File: src/rtl/lim_counter_chain.sv
// lim_counter_chain: multi-digit registered counter. Each digit counts modulo
// its own limit, and carries/borrows ripple across the chain within one cycle.
// The chain boundary either wraps or saturates, depending on WRAP.
//
// Ports:
//   clk       rising-edge clock
//   reset_n   asynchronous active-low reset
//   en        count strobe, one step per cycle while high
//   dir       0 = up, 1 = down
//   clear     synchronous clear of every digit (highest priority)
//   load      synchronous parallel load; digits >= limit are clamped to limit-1
//   load_val  packed load value, digit i at [i*W +: W]
//   count     packed registered digit values
//   co        registered one-cycle pulse on a chain-boundary step
//   at_term   combinational; every digit is terminal for the current dir
module lim_counter_chain #(
  parameter int unsigned                N_DIG  = 4,
  parameter int unsigned                W      = 4,
  parameter logic [N_DIG*(W+1)-1:0]     LIMITS = {5'd6, 5'd10, 5'd6, 5'd10},
  parameter bit                         WRAP   = 1'b1
) (
  input  logic               clk,
  input  logic               reset_n,
  input  logic               en,
  input  logic               dir,
  input  logic               clear,
  input  logic               load,
  input  logic [N_DIG*W-1:0] load_val,
  output logic [N_DIG*W-1:0] count,
  output logic               co,
  output logic               at_term
);

  localparam int unsigned LW = W + 1;
  localparam int unsigned CW = N_DIG * W;

  // HELD: a saturating boundary step has already pulsed co and count is parked there.
  typedef enum logic {ARMED, HELD} sat_state_t;

  sat_state_t       state_q, state_nxt;
  logic [CW-1:0]    count_nxt;
  logic [CW-1:0]    stepped;
  logic [CW-1:0]    clamped;
  logic             co_nxt;
  logic [W-1:0]     lim_m1 [N_DIG];
  logic [N_DIG-1:0] term;
  logic [N_DIG:0]   chain;

  // Terminal value for counting up, per digit.
  for (genvar g = 0; g < N_DIG; g++) begin : g_lim
    assign lim_m1[g] = W'(LIMITS[g*LW +: LW] - LW'(1));
  end

  // Ripple: digit i steps when every lower digit sits at its terminal value.
  always_comb begin
    chain    = '0;
    term     = '0;
    stepped  = count;
    chain[0] = 1'b1;
    for (int i = 0; i < int'(N_DIG); i++) begin
      term[i]    = dir ? (count[i*W +: W] == '0) : (count[i*W +: W] == lim_m1[i]);
      chain[i+1] = chain[i] & term[i];
      if (chain[i]) begin
        if (term[i]) begin
          stepped[i*W +: W] = dir ? lim_m1[i] : W'(0);
        end else begin
          stepped[i*W +: W] = dir ? (count[i*W +: W] - W'(1))
                                  : (count[i*W +: W] + W'(1));
        end
      end
    end
  end

  assign at_term = chain[N_DIG];

  // Load clamp: an out-of-range digit becomes limit-1.
  always_comb begin
    clamped = load_val;
    for (int i = 0; i < int'(N_DIG); i++) begin
      if ({1'b0, load_val[i*W +: W]} >= LIMITS[i*LW +: LW]) begin
        clamped[i*W +: W] = lim_m1[i];
      end
    end
  end

  // Next state: clear > load > en; saturation re-arms once count moves.
  always_comb begin
    count_nxt = count;
    co_nxt    = 1'b0;
    state_nxt = state_q;
    if (clear) begin
      count_nxt = '0;
      state_nxt = ARMED;
    end else if (load) begin
      count_nxt = clamped;
      state_nxt = ARMED;
    end else if (en) begin
      if (at_term) begin
        if (WRAP) begin
          count_nxt = stepped;
          co_nxt    = 1'b1;
        end else begin
          co_nxt    = (state_q == ARMED);
          state_nxt = HELD;
        end
      end else begin
        count_nxt = stepped;
        state_nxt = ARMED;
      end
    end
  end

  // State register.
  always_ff @(posedge clk or negedge reset_n) begin
    if (!reset_n) begin
      count   <= '0;
      co      <= 1'b0;
      state_q <= ARMED;
    end else begin
      count   <= count_nxt;
      co      <= co_nxt;
      state_q <= state_nxt;
    end
  end

endmodule

File: config.mk
export PLATFORM = sky130hd
export DESIGN_NAME = lim_counter_chain
export DESIGN_NICKNAME = d
export VERILOG_FILES = /design/src/rtl/lim_counter_chain.sv
export SDC_FILE = /design/constraint.sdc
export NUM_CORES = 1
export LEC_CHECK = 0
export ABC_AREA = 1
export BUFFER_PORTS_ARGS = -buffer_cell sky130_fd_sc_hd__buf_2
export CORE_ASPECT_RATIO = 1.1
export CORE_UTILIZATION = 53
export DETAILED_ROUTE_END_ITERATION = 8
export GPL_TIMING_DRIVEN = 0
export PLACE_DENSITY = 0.9
export SLEW_MARGIN = 15
export SYNTH_ARGS = -nofsm -noshare
export SYNTH_HDL_FRONTEND = slang
export SYNTH_SLANG_ARGS = --single-unit
export TNS_END_PERCENT = 100
File: constraint.sdc
create_clock -name clk -period 1.8 [get_ports clk]
set_clock_uncertainty 0.15 [all_clocks]
set_input_delay 0.18 -clock clk [delete_from_list [all_inputs] [get_ports clk]]
set_output_delay 0.18 -clock clk [all_outputs]
set_load 0.05 [all_outputs]
==> flow_results.org <==
** Drt
- In the routed design, unresolved DRC markers number 0.
- After detailed routing, the average wire length per cell comes to 12.0 um.
- Detail-routed via count per cell :: 5.28
- The final layout contains routed wiring with a total length of 3830 um.
- After the first detailed-routing iteration, the DRC count stood at 46.
- The final route contains 1684 vias.
- The first detailed-routing pass ran for 4 iterations.
- Once detail routing completed, the nets flagged for antenna violations numbered 0.

** STA
- Transition time at the pin with the least slew margin :: 0.413 ns
- The smallest clock period supported by the final layout is computed as 1.79 ns.
- Normalized max-slew margin :: 72.5%
- Post-route setup TNS :: 0 ns
- Worst hold margin :: 0.000882 ns
- Setup violations remaining at the end of the flow were counted as 0.
- Fmax :: 559 MHz
- After layout, the worst path uses 99.3% of the clock period.
- Final Max Slew Viols :: 0
- Post-route setup slack :: 0.0122 ns
- The count of endpoints failing hold in the final timing report came to 0.
- RSZ-0062 raised after global routing :: true

** Global routing
- Entering global routing, the biggest net connects 18 pins.
- After global routing the overflow that remains totals 0.
- Antenna violations before repair :: 0
- The first global-routing pass estimated 6330 um of wire.
- Gr usage total :: 26.9%
- Vias in the first global route :: 1529

** Logic synthesis
- Post-synthesis instance area :: 1600 um2
- Count of synthesis-stage warnings from yosys :: 0
- Synth Area per Inst :: 6.92 um2
- The cell count after synthesis came out at 231.
- The netlist uses 29 different library cells.
- Of the synthesized area, sequential elements account for 26.6%.
- Counting every net in the synthesized netlist gives 265.
- After synthesis the netlist holds a flip-flop and latch count of 17.

** Finish
- Once layout is complete, the cells apart from fillers number 319.
- In the layout the commonest cells are nand2_1, buf_2, nor2_1, nand3_1, inv_1.
- Fin area :: 2000 um2
- The repair_antennas step left the layout with diodes totalling 0.
- Fraction of layout cells with a size suffix above 1 :: 33.2%
- The library cell used most frequently in the layout, excluding fill and tap cells, is nand2_1.
- From synthesis to final layout, the design area changed by 24.9%.
- Final nets :: 321

** Clock network
- After clock tree synthesis, the clock-pin slew on the worst setup and hold paths is 0.10 ns.
- The longest clock path from root to sink contains 2 buffers.
- The number of clock buffers added by TritonCTS is 3.
- CTS built an H-tree with a depth of 1.
- At the later pin of the worst-skew pair, clock insertion delay measures 0.29 ns.
- Total clock sinks :: 17
- Clock tree from TritonCTS :: done
- Clock tree synthesis selected as its root buffer the cell clkbuf_4.

** Worst setup path
- Startpoint-to-endpoint class of the critical path :: flop to output pin
- Max Fanout on Critical Path :: 4
- Data arrival time at the worst-slack endpoint :: 1.46 ns
- The setup check on the worst reg-to-reg path leaves a slack of 0.06 ns.
- Setup crit end kind :: output pin
- Worst EP required :: 1.47 ns
- Worst setup SP type :: flop

** Pwr
- Sequential fraction of design power :: 33.7%
- Static power due to leakage :: 0.00110 uW
- Proportion of total power due to net switching :: 46.6%
- In this run the power spent charging and discharging nets is 682 uW.
- Internal power comes to 782 uW.
- Of the total power, the clock network draws 14.8%.
- Highest ir drop seen on vdd :: 0.416 mV
- In this run the power density over the cells is 733 nW/um2.
- Comb power frac :: 51.6%

** Place
- After detailed placement, the design holds a cell count of 302.
- Detailed placement ended at an HPWL of 2930 um.
- Routability Congestion :: 0.861
- Prior to clock tree synthesis, the placed netlist has a worst setup slack of -0.0745 ns.
- Cell area reported after detailed placement :: 1840 um2
- The count of buffers added on input and output ports is 38.

** Floorplanning
- Die boundary width :: 54.4 um
- Row generation in the floorplan step produced 20 rows.
- Measured along the y axis, the die boundary spans 59.6 um.
- Starting Density :: 56.5%
- After floorplanning, the core was sized to cover 2830 um2.
- Die footprint :: 3240 um2
- I/O pin total :: 40

** Run
- Max Cap Viol :: 0

** Min path
- The path class of the tightest hold or removal check is input pin to flop.

** Run status
- Outcome :: finished clean
## stage by stage
step	power (uW)	util (%)
global placement	1180	65.1
floorplan	1030	-
global route	1580	70.6
detailed placement	1200	65.1
finish	1460	70.6
CTS	1450	69.2
## metal layers
| layer | global-route usage (%) | wire [um] |
|---|---|---|
| met5 | 0 | 0 |
| met4 | 10.6 | 61 |
| met3 | 3.08 | 156 |
| met2 | 47.9 | 1940 |
| met1 | 31.9 | 1670 |
## synth_stat cells (all sizes together)
library cell | instances | area, um2
buf | 3 | 21.3
a21oi | 10 | 50.1
o21ai | 15 | 75.1
nand4 | 6 | 37.5
a22oi | 1 | 7.51
nand3 | 24 | 138
inv | 26 | 110
and3 | 1 | 6.26
xor2 | 3 | 26.3
nor2 | 26 | 110
nand2 | 78 | 350
a211oi | 1 | 7.51
fa | 4 | 80.1
ha | 8 | 100
a21o | 1 | 7.51
dfrtp | 17 | 425
xnor2 | 3 | 26.3
nor3 | 4 | 20.0
## worst max-delay path, cell delays in order, from the launching register on
cell	delay [ns]
dfrtp_1	0.42
nor2_1	0.14
nand3_2	0.12
nand2_2	0.12
nand2_2	0.08
nor2_4	0.13
buf_8	0.15
## power by group through the flow
stage / Sequential (uW) / Clock, uW / Combinational [uW]
after floorplan: 650 / 0 / 376
after global placement: 506 / 0 / 670
after detailed placement: 507 / 0 / 691
after CTS: 495 / 223 / 727
after global routing: 501 / 235 / 840
final: 493 / 216 / 755
## registers in the layout, summed over array words and instances (netlist names)
signal,count
count,16
co,1
## worst paths after layout
check | cells past startpoint | to | startpoint
max reg2reg | 7 | count[14]$_DFFE_PN0P_ | count[12]$_DFFE_PN0P_
min | 3 | count[5]$_DFFE_PN0P_ | load_val[5]
max | 6 | at_term | count[7]$_DFFE_PN0P_
min reg2reg | 2 | count[2]$_DFFE_PN0P_ | count[2]$_DFFE_PN0P_
max in group asynchronous | 2 | count[4]$_DFFE_PN0P_ | reset_n
min in group asynchronous | 2 | co$_DFF_PN0_ | reset_n
## cells by family after synthesis
logic type	count (synthesis)	share of synthesized area, %
flops	17	26.6
xor+xnor	6	3.29
fa+ha+maj	12	11.3
compound gates	28	9.23
buf+inv	29	8.22
simple gates	139	41.4
## layout make-up
class / count / area, um2
Buffer: 3 / 21.3
Clock buffer: 4 / 26.3
Fill cell: 253 / 831
Inverter: 26 / 110
Multi-Input combinational cell: 185 / 1060
Sequential cell: 17 / 435
Tap cell: 33 / 41.3
Timing Repair Buffer: 51 / 303
## timing repair
action / CTS / global route
hold buffers: 2 / 0
endpoints found under the hold margin: 18 / 0
pin swaps: 1 / 2
gates resized for setup: 6 / 5
buffers inserted: 7 / 4
endpoints found under the setup margin: 1 / 2
(Power assumes the default switching activity.)
